<file path="config.mk">
export PLATFORM = sky130hd
export DESIGN_NAME = hex_scan_driver_flat
export DESIGN_NICKNAME = d
export VERILOG_FILES = /design/src/rtl/hex_scan_driver_if.sv /design/src/rtl/hex_scan_driver.sv /design/src/flat_wrapper.sv
export SDC_FILE = /design/constraint.sdc
export NUM_CORES = 1
export LEC_CHECK = 0
export CAP_MARGIN = 10
export CELL_PAD_IN_SITES_DETAIL_PLACEMENT = 0
export CELL_PAD_IN_SITES_GLOBAL_PLACEMENT = 1
export CORE_UTILIZATION = 35
export CTS_BUF_LIST = sky130_fd_sc_hd__clkbuf_16
export CTS_CLUSTER_DIAMETER = 100
export CTS_CLUSTER_SIZE = 10
export DETAILED_ROUTE_END_ITERATION = 8
export PLACE_DENSITY = 0.72
export REMOVE_ABC_BUFFERS = 1
export SYNTH_ARGS = -nofsm -noshare
export SYNTH_HDL_FRONTEND = slang
export SYNTH_SLANG_ARGS = --single-unit
</file>
<file path="constraint.sdc">
create_clock -name clk -period 3 [get_ports clk]
set_input_delay 0.45 -clock clk [delete_from_list [all_inputs] [get_ports clk]]
set_output_delay 0.45 -clock clk [all_outputs]
set_load 0.1 [all_outputs]
</file>
<file path="src/rtl/hex_scan_driver_if.sv">
// Serial load inputs and decoder-facing scan outputs of hex_scan_driver.
// master drives the serial side, slave is the scan driver itself.
interface hex_scan_driver_if #(
    parameter int NUM_DIGITS = 4
);
    logic                  ser_data;
    logic                  ser_shift;
    logic                  ser_commit;
    logic [3:0]            nibble;
    logic                  latch;
    logic                  blank;
    logic [NUM_DIGITS-1:0] digit_en;
    logic                  frame_done;

    modport master (
        output ser_data,
        output ser_shift,
        output ser_commit,
        input  nibble,
        input  latch,
        input  blank,
        input  digit_en,
        input  frame_done
    );

    modport slave (
        input  ser_data,
        input  ser_shift,
        input  ser_commit,
        output nibble,
        output latch,
        output blank,
        output digit_en,
        output frame_done
    );
endinterface

</file>
<file path="src/rtl/hex_scan_driver.sv">
// Serially loaded hex value, scanned across NUM_DIGITS displays with
// blank -> latch -> show sequencing per digit for a 7-segment decoder.
module hex_scan_driver #(
    parameter int NUM_DIGITS   = 4,
    parameter int DWELL_CYCLES = 250,
    parameter int BLANK_CYCLES = 2
) (
    input  logic             clk,
    input  logic             reset,
    hex_scan_driver_if.slave bus
);
    localparam int W    = 4 * NUM_DIGITS;
    localparam int IW   = $clog2(NUM_DIGITS);
    localparam int CMAX = (DWELL_CYCLES > BLANK_CYCLES) ?
                          DWELL_CYCLES : BLANK_CYCLES;
    localparam int CW   = $clog2(CMAX + 1);

    localparam logic [1:0] S_BLANK = 2'd0;
    localparam logic [1:0] S_LOAD  = 2'd1;
    localparam logic [1:0] S_SHOW  = 2'd2;

    logic [1:0]            r_state;
    logic [IW-1:0]         r_idx;
    logic [CW-1:0]         r_cnt;
    logic [W-1:0]          r_shadow;
    logic [W-1:0]          r_staging;
    logic [W-1:0]          r_display;
    logic                  r_pending;
    logic [3:0]            r_nibble;
    logic                  r_latch;
    logic                  r_blank;
    logic [NUM_DIGITS-1:0] r_digit_en;
    logic                  r_frame_done;

    logic [IW-1:0]         w_idx_inc;
    logic [3:0]            w_next_nib;
    logic [W-1:0]          w_commit_val;
    logic [W-1:0]          w_wrap_disp;
    logic                  w_last_dig;
    logic                  w_blank_done;
    logic                  w_dwell_done;

    assign w_idx_inc    = r_idx + 1'b1;
    assign w_next_nib   = r_display[{w_idx_inc, 2'b00} +: 4];
    assign w_last_dig   = (r_idx == IW'(NUM_DIGITS - 1));
    assign w_blank_done = (r_cnt == CW'(BLANK_CYCLES - 1));
    assign w_dwell_done = (r_cnt == CW'(DWELL_CYCLES - 1));

    // A commit landing in the wrap cycle bypasses staging.
    assign w_commit_val = bus.ser_commit ? r_shadow : r_staging;
    assign w_wrap_disp  = (bus.ser_commit || r_pending) ?
                          w_commit_val : r_display;

    always_ff @(posedge clk) begin
        if (reset) begin
            r_state      <= S_BLANK;
            r_idx        <= '0;
            r_cnt        <= '0;
            r_shadow     <= '0;
            r_staging    <= '0;
            r_display    <= '0;
            r_pending    <= 1'b0;
            r_nibble     <= 4'd0;
            r_latch      <= 1'b0;
            r_blank      <= 1'b1;
            r_digit_en   <= '0;
            r_frame_done <= 1'b0;
        end else begin
            r_frame_done <= 1'b0;
            if (bus.ser_shift) begin
                r_shadow <= {r_shadow[W-2:0], bus.ser_data};
            end
            if (bus.ser_commit) begin
                r_staging <= r_shadow;
                r_pending <= 1'b1;
            end
            unique case (r_state)
                S_BLANK: begin
                    if (w_blank_done) begin
                        r_state <= S_LOAD;
                        r_cnt   <= '0;
                        r_latch <= 1'b1;
                    end else begin
                        r_cnt <= r_cnt + 1'b1;
                    end
                end
                S_LOAD: begin
                    r_state    <= S_SHOW;
                    r_latch    <= 1'b0;
                    r_blank    <= 1'b0;
                    r_digit_en <= NUM_DIGITS'(1) << r_idx;
                end
                S_SHOW: begin
                    if (w_dwell_done) begin
                        r_state    <= S_BLANK;
                        r_cnt      <= '0;
                        r_blank    <= 1'b1;
                        r_digit_en <= '0;
                        if (w_last_dig) begin
                            r_idx        <= '0;
                            r_display    <= w_wrap_disp;
                            r_nibble     <= w_wrap_disp[3:0];
                            r_pending    <= 1'b0;
                            r_frame_done <= 1'b1;
                        end else begin
                            r_idx    <= w_idx_inc;
                            r_nibble <= w_next_nib;
                        end
                    end else begin
                        r_cnt <= r_cnt + 1'b1;
                    end
                end
                default: begin
                    r_state    <= S_BLANK;
                    r_cnt      <= '0;
                    r_latch    <= 1'b0;
                    r_blank    <= 1'b1;
                    r_digit_en <= '0;
                end
            endcase
        end
    end

    assign bus.nibble     = r_nibble;
    assign bus.latch      = r_latch;
    assign bus.blank      = r_blank;
    assign bus.digit_en   = r_digit_en;
    assign bus.frame_done = r_frame_done;
endmodule

</file>
<file path="src/flat_wrapper.sv">
// flat-port wrapper written by rule: the top's interface ports become plain ports
module hex_scan_driver_flat 
#(
    parameter int NUM_DIGITS   = 4,
    parameter int DWELL_CYCLES = 250,
    parameter int BLANK_CYCLES = 2
)
  (clk, reset, bus_ser_data, bus_ser_shift, bus_ser_commit, bus_nibble, bus_latch, bus_blank, bus_digit_en, bus_frame_done);
  hex_scan_driver_if #(.NUM_DIGITS(NUM_DIGITS)) bus_i ();
  input  logic clk;
  input  logic reset;
  input wire logic [$bits(bus_i.ser_data)-1:0] bus_ser_data;
  input wire logic [$bits(bus_i.ser_shift)-1:0] bus_ser_shift;
  input wire logic [$bits(bus_i.ser_commit)-1:0] bus_ser_commit;
  output wire logic [$bits(bus_i.nibble)-1:0] bus_nibble;
  output wire logic [$bits(bus_i.latch)-1:0] bus_latch;
  output wire logic [$bits(bus_i.blank)-1:0] bus_blank;
  output wire logic [$bits(bus_i.digit_en)-1:0] bus_digit_en;
  output wire logic [$bits(bus_i.frame_done)-1:0] bus_frame_done;
  assign bus_i.ser_data = bus_ser_data;
  assign bus_i.ser_shift = bus_ser_shift;
  assign bus_i.ser_commit = bus_ser_commit;
  assign bus_nibble = bus_i.nibble;
  assign bus_latch = bus_i.latch;
  assign bus_blank = bus_i.blank;
  assign bus_digit_en = bus_i.digit_en;
  assign bus_frame_done = bus_i.frame_done;
  hex_scan_driver #(.NUM_DIGITS(NUM_DIGITS), .DWELL_CYCLES(DWELL_CYCLES), .BLANK_CYCLES(BLANK_CYCLES)) u_core (.clk(clk), .reset(reset), .bus(bus_i));
endmodule
</file>
; ---- Word level (Yosys, flattened, before mapping)
; Cells that the tools add are included.
[word_totals]
reg_bits = 72
out_inout_bits = 11
rom_bits = 0
ramBits = 0
memories = 0
latch_bits = 0
in_bits = 5
[classes]
n_shift = 2
div = 0
n_eq_ne = 7
n_mux = 21
n_mul = 0
n_reduce_logical = 9
addsub = 2
magnitude_cmp = 0
bitwise = 3
[ops]
columns = cell, count
row1 = $pmux W8 S3, 1
row2 = $mux W16, 1
row3 = $mux W8, 2
row4 = $shiftx A16 B5 Y4, 1
row5 = $mux W4, 3
row6 = $pmux W4 S3, 1
row7 = $add A8 B1 Y8 const B, 1
row8 = $eq A8 B1 Y1 const B, 1
row9 = $eq A8 B8 Y1 const B, 1
row10 = $reduce_and A2 Y1, 4
row11 = $mux W1, 7
row12 = $mux W2, 3
row13 = $pmux W2 S3, 1
row14 = $eq A2 B2 Y1 const B, 2
row15 = $ne A2 B1 Y1 const B, 2
row16 = $reduce_and A4 Y1, 1
row17 = $shl A1 B2 Y4 const A, 1
row18 = $not A1 Y1, 3
row19 = $pmux W1 S3, 1
row20 = $reduce_and A3 Y1, 1
row21 = $reduce_or A3 Y1, 1
row22 = $add A2 B1 Y2 const B, 1
row23 = $eq A2 B1 Y1 const B, 1
row24 = $logic_not A2 Y1, 1
row25 = other kinds (2), 2

; ---- Longest topological paths before layout
; Gate-level depths: netlist of run 1.
[depth]
ltp_word = 4
mapped_depth = 7

; ---- Least setup slack after synthesis of run 1
; Ideal clock, no wire load.
[synth_timing]
path_kind = register to register
startpoint = reg u_core.r_idx[0]
endpoint = reg u_core.r_nibble[0], in the netlist u_core.bus.nibble[0]
arrival_ns = 1.673
slack_ns = 1.188
path_buffers = 0
stages_incl_launch_ff = 6
cell_sequence = dfxtp_1 inv_1 ha_1 mux4_2 mux2i_1 a211oi_1
[synth_via]
elab_chain_len = 3
[synth_rtl]
columns = element, line
row1 = start: declaration, hex_scan_driver.sv:23  ; logic [IW-1:0] r_idx;
row2 = start signal: assignment, hex_scan_driver.sv:106  ; r_idx <= w_idx_inc;
row3 = $add A2 B1 Y2, hex_scan_driver.sv:43  ; assign w_idx_inc = r_idx + 1'b1;
row4 = $shiftx A16 B5 Y4, hex_scan_driver.sv:44  ; assign w_next_nib = r_display[{w_idx_inc, 2'b00} +: 4];
row5 = $mux W4 (*), hex_scan_driver.sv:99  ; if (w_last_dig) begin
row6 = end signal: assignment, hex_scan_driver.sv:102  ; r_nibble <= w_wrap_disp[3:0];
row7 = end signal: assignment, hex_scan_driver.sv:107  ; r_nibble <= w_next_nib;
row8 = end: declaration, hex_scan_driver.sv:29  ; logic [3:0] r_nibble;
; Every way passes the cells marked *; elsewhere a longest branch is shown, timed or not.
; A chain may end at the register's enable or synchronous reset.

; ---- Worst setup path after layout of run 1
; Ends and elaborated chain as after synthesis.

==> impl_metrics.toml, run 1 <==
[clocking]
post_cts_buffers = 0
cts_max_path_buffers = 2
ctsHoldBuffers = 0
root_buffer = "clkbuf_16"
clock_latency_ns = 0.34
clk_pin_slew_ns = 0.06
cts_sinks = 72
cts_buffers = 9
h-tree-depth = 3
cts_tree = "yes"
ctsResizeCount = 0

[die]
dieHeight_um = 96.03
start_util_pct = 36.92
die_w_um = 96.03
pin_count = 16
die_area_um2 = 9221
core_um2 = 8382
rows = 33

[flow_run]
drv_cap = 0

[layout]
n_antenna_cell = 0
nNetsFinal = 347
fillers = 829
multi_input_area_um2 = 1530
seq_area_um2 = 1441
drive_gt1_share_pct = 12.32
layout_common_cells = "dfxtp_1, nor2_1, mux2i_1"
layout_commonest_cell = "dfxtp_1"
area_delta_synth_final_pct = 16.30

[yosys]
synth-seq-area-share_pct = 46.58
synth_area_leaders = "dfxtp_1, mux2i_1, nor2_1"
synth_area_um2 = 3094
ys_warn_count = 0
postSynthCellCount = 327
netlist.area_leader.share_pct = 46.58
ys_ff_latch = 72
synth_top_cell_by_area = "dfxtp_1"
yosysUniqueCellTypes = 35
syn_area_per_cell_um2 = 9.462

[place]
port_buffers = 15
gp_congestion = 0.7126
preCtsSetupSlack_ns = 0.9148
place_hpwl_um = 4074

[setup_path]
critPathMaxStageDelay_ns = 0.54
crit_path_start_kind = "flop"
cp.arrival_ns = 2.25
critPathTopFamily = "multiplexers"
path_cells = "inv_1 > ha_1 > mux4_2 > mux2i_1 > a211oi_1"
worst-path-buf-inv = 1
worst_setup_path_end_kind = "flop"
critPathKind = "flop to flop"
slowest_stage = "mux4_2"
cp_max_fo = 8
cp_data_required_time_ns = 3.20

[routing]
drt-initial-drc-count = 123
drc_errors = 0
vias_per_cell = 4.978
drtAntennaViolNets = 0
first_pass_iters = 6
vias = 2220
wl_per_cell_um = 13.68
drt-total-wl_um = 6102

[timing]
final-setup-viol-count = 0
fmax_mhz = 486.1
relSlewSlack_pct = 39.10
fin_crit_sh_pct = 68.57
whs_ns = 0.4636
skew_ns = 0.008394
tightest_slew_ns = 0.9135
setup_ws_ns = 0.9429
rsz0062_at_grt = "no"
fin_tns_setup_ns = 0
finalHoldViolations = 0
slew_violations = 0
post-route-min-period_ns = 2.057

[global_routing]
antenna_found_initial = 0
grt_pass1_vias = 2022
grt_pass1_wl_um = 10050
overflow = 0
grt_max_degree = 52
grt_usage_pct = 14.70

[worst_hold_path]
hold_path.class = "flop to flop"

[power]
ir_drop_v = 0.0003064
powerDensity_nw_per_um2 = 703.3
p_leak_nw = 1.405

[status]
status = "finished, final reports clean"
## sequential cells by signal, summed over array words and instances (netlist names)
register,flops
u_core.r_pending,1
u_core.r_state,2
u_core.r_shadow,16
u_core.bus.latch,1
u_core.bus.nibble,4
u_core.bus.digit_en,4
u_core.r_staging,16
u_core.bus.blank,1
u_core.r_idx,2
u_core.r_cnt,8
u_core.r_display,16
u_core.bus.frame_done,1
## layer usage
layer  track usage [%]  up-vias  wire (µm)
met4             9.080        0        112
met5                 0        -          0
met3             3.555        7        119
li1                  -     1163          -
met2             21.93       25       2792
met1             19.00     1025       3078
## metrics by stage
| stage | utilization (%) | cells | total power, mW | area [µm²] |
|---|---|---|---|---|
| floorplan | - | 306 | 1.359 | 3002 |
| global placement | 39.29 | 430 | 1.474 | 3293 |
| detailed placement | 39.29 | 430 | 1.477 | 3293 |
| CTS | 42.93 | 446 | 2.572 | 3598 |
| global route | 42.93 | 446 | 2.648 | 3598 |
| finish | 42.93 | 446 | 2.531 | 3598 |
## worst paths after layout
check                           cells after the start  slack (ns)              endpoint        startpoint
worst max-delay path                                5        0.94  u_core.bus.nibble[0]   u_core.r_idx[0]
worst min-delay path                                2        0.46      u_core.bus.latch  u_core.bus.latch
worst max register to register                      5        0.94  u_core.bus.nibble[0]   u_core.r_idx[0]
worst min register to register                      2        0.46      u_core.bus.latch  u_core.bus.latch
## synthesized netlist by cell type (all sizes together)
master	number
nand4b	3
a21oi	13
nand3	7
nand2b	16
o211a	1
buf	12
mux2i	45
and4	1
a211oi	5
nor2b	2
mux4	4
and3	1
or2	2
clkinv	1
a32oi	2
o21ai	19
a31oi	7
nand2	24
ha	6
inv	7
nor3	3
or3	2
nor4	3
clkbuf	9
nand3b	2
nor2	53
dfxtp	72
nand4	5
## worst min-delay path, delay by kind of cell, from the launching register on
| family | cells | cell delay [ns] |
|---|---|---|
| AOI/OAI and AO/OA | 1 | 0.05 |
| buffers and inverters | 1 | 0.05 |
| DFF | 1 | 0.31 |
## logic make-up after synthesis
| family | Yosys count | share of synthesized area, % |
|---|---|---|
| buffers and inverters | 29 | 3.963 |
| muxes | 49 | 17.47 |
| and+or+nand+nor | 124 | 20.87 |
| AOI/OAI and AO/OA | 47 | 8.694 |
| DFF | 72 | 46.58 |
| adders and majority gates | 6 | 2.426 |
## layout make-up
class / instances / area share, %
multi-input cells: 226 / 42.52
flip-flops and latches: 72 / 40.06
clock buffers: 9 / 6.259
repair buffers: 19 / 4.451
well taps: 105 / 3.651
clock inverters: 7 / 2.225
inverters: 8 / 0.8345
## power by group
part           total [mW]  internal (mW)  switching, mW  leakage [nW]
sequential           1.07           1.00         0.0733         0.582
combinational       0.378          0.113          0.265         0.676
clock                1.08          0.653          0.426         0.148
total                2.53           1.77          0.765          1.41
No activity file was read; power rests on OpenSTA's default activity.
==> run 2: changes to the inputs <==
--- a/config.mk
+++ b/config.mk
@@ -13,7 +13,7 @@
 export CTS_CLUSTER_DIAMETER = 100
 export CTS_CLUSTER_SIZE = 10
 export DETAILED_ROUTE_END_ITERATION = 8
-export PLACE_DENSITY = 0.72
+export PLACE_DENSITY = 0.75
 export REMOVE_ABC_BUFFERS = 1
 export SYNTH_ARGS = -nofsm -noshare
 export SYNTH_HDL_FRONTEND = slang
==> constraint.sdc (replaced) <==
create_clock -name clk -period 1.8 [get_ports clk]
set_input_delay 0.27 -clock clk [delete_from_list [all_inputs] [get_ports clk]]
set_output_delay 0.27 -clock clk [all_outputs]
set_load 0.1 [all_outputs]
==> run 2 against run 1 <==
- register-to-register slack lost 0.82 ns
- power grew 81%
- sequential share of layout area shrank 3.0 points
- via count grew 7.0%
- critical path type unchanged
- largest cell class unchanged
- highest routed layer unchanged
==> impl_metrics.toml, run 2 (synthesized netlist as in run 1, its figures left out) <==
[routing]
drt-total-wl_um = 6438
vias_per_cell = 4.992
drt-initial-drc-count = 121
first_pass_iters = 4
drc_errors = 0
drtAntennaViolNets = 0
wl_per_cell_um = 13.53
vias = 2376

[setup_path]
reg2reg_from = "u_core.r_idx[1]"
cp.arrival_ns = 1.89
worst_setup_path_end_kind = "flop"
slowest_stage = "mux4_2"
critPathKind = "flop to flop"
r2r_slack_ns = 0.12
path_cells = "inv_1 > ha_4 > mux4_2 > mux2i_1 > a211oi_1"
reg2reg_depth = 5
cp-startpoint = "u_core.r_idx[1]"
cp_data_required_time_ns = 2.01
crit_path_start_kind = "flop"
cp-endpoint = "u_core.bus.nibble[1]"
r2r_end = "u_core.bus.nibble[1]"
critPathMaxStageDelay_ns = 0.51
cp_max_fo = 4

[die]
dieHeight_um = 96.03
start_util_pct = 36.92
die_w_um = 96.03
die_area_um2 = 9221
core_um2 = 8382
rows = 33
pin_count = 16

[place]
place_hpwl_um = 4363
gp_congestion = 0.8138
port_buffers = 15
place_inst = 455

[timing]
skew_ns = 0.004788
tightest_slew_ns = 0.7115
slew_violations = 0
relSlewSlack_pct = 52.07
finalHoldViolations = 0
final-setup-viol-count = 0
post-route-min-period_ns = 1.679
fmax_mhz = 595.6
whs_ns = 0.3223
fin_crit_sh_pct = 93.27

[power]
ir_drop_v = 0.0003803
p_clk_share_pct = 44.4
p_leak_nw = 1.580
switching_share_pct = 27.90
p_comb_share_pct = 18.2
power.internal_mw = 3.307
seq_power_share_pct = 37.4
powerDensity_nw_per_um2 = 1178
netSwitchingPower_mw = 1.280

[layout]
drive_gt1_share_pct = 19.68
reg_top3 = "u_core.r_display (16), u_core.r_shadow (16), u_core.r_staging (16)"
n_antenna_cell = 0
layout.cells.non_filler = 476
layout_common_cells = "dfxtp_1, nor2_1, mux2i_1"
area_delta_synth_final_pct = 25.80
layout_commonest_cell = "dfxtp_1"
fillers = 794
nNetsFinal = 377

[clocking]
cts_tree = "yes"
cts_sinks = 72
h-tree-depth = 3
root_buffer = "clkbuf_16"
clk_pin_slew_ns = 0.05
cts_buffers = 9
clock_latency_ns = 0.33
cts_max_path_buffers = 2

[global_routing]
grt_pass1_vias = 2190
grt_pass1_wl_um = 10890
grt_usage_pct = 15.46
overflow = 0
grt_max_degree = 26
antenna_found_initial = 0

[status]
status = "finished, final reports clean"

[flow_run]
drv_cap = 0

[worst_hold_path]
hold_path.class = "input pin to flop"
run 2: cell count changes in the layout (fill, tap and decap cells not counted), sizes merged:
cell / before / now
clkinv: 4 / 3
clkinvlp: 1 / 0
nor4: 3 / 4
bufinv: 1 / 3
buf: 16 / 45
run 2: stage by stage:
step | area (µm²) | setup WS (ns) | setup TNS, ns | power (mW) | util (%)
2_1_floorplan | 3002 | -0.01222 | -0.03665 | 2.265 | -
4_1_cts | 3840 | 0.01295 | 0 | 4.623 | 45.81
5_1_grt | 3892 | -0.01011 | -0.01011 | 4.775 | 46.44
3_5_place_dp | 3468 | -0.2877 | -3.211 | 2.580 | 41.38
6_report | 3892 | 0.1211 | 0 | 4.587 | 46.44
3_3_place_gp | 3468 | -0.2227 | -2.622 | 2.565 | 41.38
run 2: layer usage:
layer	part of all wire, %	up-vias	global-route usage, %	wire length (µm)
met1	48	1102	20.14	3114
met2	47	41	24.70	3016
li1	-	1223	-	-
met4	1.6	0	5.597	101
met3	3.2	10	3.791	205
met5	0	-	0	0
run 2: critical path: cells and delay by family, from the launching register on:
kind	cells	cell delay [ns]
mux	2	0.67
buf+inv	1	0.10
compound gates	1	0.09
fa+ha+maj	1	0.32
flops	1	0.38
run 2: final cells by class:
| cell class | count | area, µm² | area share [%] |
|---|---|---|---|
| flip-flops and latches | 72 | 1441 | 37.03 |
| inverters | 8 | 30.03 | 0.7715 |
| clock inverters | 7 | 120.1 | 3.086 |
| well taps | 105 | 131.4 | 3.375 |
| multi-input cells | 227 | 1567 | 40.24 |
| repair buffers | 48 | 377.9 | 9.707 |
| clock buffers | 9 | 225.2 | 5.786 |
run 2: power groups by stage:
stage	sequential (mW)	clock [mW]	combinational (mW)
5_1_grt	1.73	2.16	0.889
3_3_place_gp	1.74	0	0.820
3_5_place_dp	1.75	0	0.834
4_1_cts	1.72	2.07	0.834
6_report	1.72	2.04	0.834
2_1_floorplan	1.99	0	0.271
run 2: worst min-delay path by stage:
stage                     startpoint             endpoint  slack [ns]  cells after the start
global placement    u_core.bus.latch     u_core.bus.latch        0.45                      2
CTS                            reset  u_core.r_shadow[15]        0.32                      2
floorplan                      reset      u_core.r_cnt[0]        0.34                      1
detailed placement  u_core.bus.latch     u_core.bus.latch        0.45                      2
finish                         reset  u_core.r_shadow[15]        0.32                      2
global route                   reset  u_core.r_shadow[14]        0.33                      2
run 2: repair_timing:
| item | 4_1_cts | 5_1_grt |
|---|---|---|
| setup endpoints to repair | 14 | 17 |
| hold buffers | 0 | 0 |
| pin swaps | 1 | 3 |
| hold endpoints to repair | 0 | 0 |
| buffers inserted | 0 | 4 |
| gates resized for setup | 3 | 1 |
| cloned | 1 | 0 |
==> run 3: changes to the inputs <==
--- a/config.mk
+++ b/config.mk
@@ -8,13 +8,15 @@
 export CAP_MARGIN = 10
 export CELL_PAD_IN_SITES_DETAIL_PLACEMENT = 0
 export CELL_PAD_IN_SITES_GLOBAL_PLACEMENT = 1
-export CORE_UTILIZATION = 35
+export CORE_UTILIZATION = 42
 export CTS_BUF_LIST = sky130_fd_sc_hd__clkbuf_16
 export CTS_CLUSTER_DIAMETER = 100
 export CTS_CLUSTER_SIZE = 10
 export DETAILED_ROUTE_END_ITERATION = 8
-export PLACE_DENSITY = 0.75
+export GPL_ROUTABILITY_DRIVEN = 0
+export PLACE_DENSITY = 0.85
 export REMOVE_ABC_BUFFERS = 1
+export SLEW_MARGIN = 20
 export SYNTH_ARGS = -nofsm -noshare
 export SYNTH_HDL_FRONTEND = slang
 export SYNTH_SLANG_ARGS = --single-unit
==> run 3 against run 2 <==
- fmax grew 1.5%
- largest cell class unchanged
- hold slack worse by 0.027 ns
- clock power shrank 23%
- sequential share of layout area increased by 1.6 points
- combinational power is 9.0% lower
- power decreased by 10%
- clock-buffer cell count unchanged
- critical path depth unchanged
- die area decreased by 16%
- via count shrank 3.5%
==> impl_metrics.toml, run 3 (synthesized netlist as in run 1, its figures left out) <==
[status]
status = "finished, final reports clean"

[layout]
drive_gt1_share_pct = 16.34
final_util_pct = 53.71
n_antenna_cell = 0
reg_top3 = "u_core.r_display (16), u_core.r_shadow (16), u_core.r_staging (16)"
layout_commonest_cell = "dfxtp_1"
nNetsFinal = 361
area_delta_synth_final_pct = 20.54
layout_common_cells = "dfxtp_1, nor2_1, mux2i_1"

[setup_path]
crit_path_start_kind = "flop"
cp_max_fo = 5
critPathTopFamily = "multiplexers"
critPathKind = "flop to flop"
r2r_slack_ns = 0.15
cp.arrival_ns = 1.86
reg2reg_from = "u_core.r_idx[0]"
worst_setup_path_end_kind = "flop"
r2r_end = "u_core.bus.nibble[1]"
critPathMaxStageDelay_ns = 0.50
worst-path-buf-inv = 1
reg2reg_depth = 5
path_cells = "inv_1 > ha_2 > mux4_2 > mux2i_1 > a211oi_1"
slowest_stage = "mux4_2"
cp_data_required_time_ns = 2.01
path_depth = 5

[routing]
vias_per_cell = 5.082
drtAntennaViolNets = 0
drc_errors = 0
wl_per_cell_um = 12.96
routed.top_layer = "met4"
first_pass_iters = 4
drt-total-wl_um = 5845
route.met2.wl_um = 2657
dr_wl_met3_um = 120
vias = 2292
drt-initial-drc-count = 97
met1_length_um = 2951

[place]
place_hpwl_um = 4052
port_buffers = 15

[timing]
fmax_mhz = 604.3
tightest_slew_ns = 0.5747
fin_crit_sh_pct = 91.93
skew_ns = 0.007438
slew_violations = 0
fin_tns_setup_ns = 0
post-route-min-period_ns = 1.655
final-setup-viol-count = 0
rsz0062_at_grt = "no"
finalHoldViolations = 0
relSlewSlack_pct = 61.63

[worst_hold_path]
hold_path.class = "input pin to flop"
min_path_cells = 2
hold_start = "reset"
min_to = "u_core.r_shadow[13]"

[global_routing]
grt_pass1_wl_um = 9887
grt_max_degree = 42
antenna_found_initial = 0
overflow = 0
grt_usage_pct = 16.57
grt_pass1_vias = 2087

[die]
start_util_pct = 44.56
die_area_um2 = 7714
pin_count = 16
dieHeight_um = 87.83
core_um2 = 6944
rows = 30
die_w_um = 87.83

[clocking]
cts_tree = "yes"
ctsHoldBuffers = 0
clk_pin_slew_ns = 0.06
cts_max_path_buffers = 2
cts_buffers = 9
root_buffer = "clkbuf_16"
cts_sinks = 72
h-tree-depth = 3
clock_latency_ns = 0.33

[power]
powerDensity_nw_per_um2 = 1102
ir_drop_v = 0.0005844
p_leak_nw = 1.477

[flow_run]
drv_cap = 0
run 3: cell type report:
cell class	instances	area [µm²]
Fill cell	599	3214
Clock inverter	7	47.55
Clock buffer	9	225.2
Sequential cell	72	1441
Inverter	8	30.03
Tap cell	96	120.1
Timing Repair Buffer	33	327.8
Multi-Input combinational cell	226	1538
run 3: worst max path at each step:
stage,from,end,slack [ns]
floorplan,u_core.r_idx[0],u_core.bus.nibble[0],-0.01
global placement,bus_ser_commit,u_core.bus.nibble[2],0.12
detailed placement,u_core.r_idx[0],u_core.bus.nibble[1],0.06
CTS,u_core.r_idx[0],u_core.bus.nibble[1],0.05
global route,u_core.r_idx[0],u_core.r_display[3],0.03
finish,u_core.r_idx[0],u_core.bus.nibble[1],0.15
run 3: what timing repair did:
action,4_1_cts,5_1_grt
endpoints found under the setup margin,0,12
buffers inserted,0,1
resized for setup,0,3
run 3: per-layer routing:
layer / GRT usage (%) / up-vias
met5: 0 / -
met4: 8.495 / 0
met3: 3.110 / 8
met2: 24.74 / 30
met1: 22.83 / 1067
li1: - / 1187
run 3: power by group:
part           switching [mW]  internal, mW
combinational           0.479         0.280
clock                   0.653         0.930
sequential              0.101          1.67
total                    1.23          2.88
run 3: stage by stage:
stage	cell area [µm²]	worst slack [ns]	total power, mW	hold WS, ns	instances
2_1_floorplan	3002	-0.01222	2.265	0.3391	306
3_3_place_gp	3430	0.1242	2.553	0.4506	434
3_5_place_dp	3430	0.05828	2.562	0.4570	434
4_1_cts	3702	0.05445	4.151	0.2887	450
5_1_grt	3730	0.02909	4.290	0.2921	451
6_report	3730	0.1453	4.110	0.2955	451
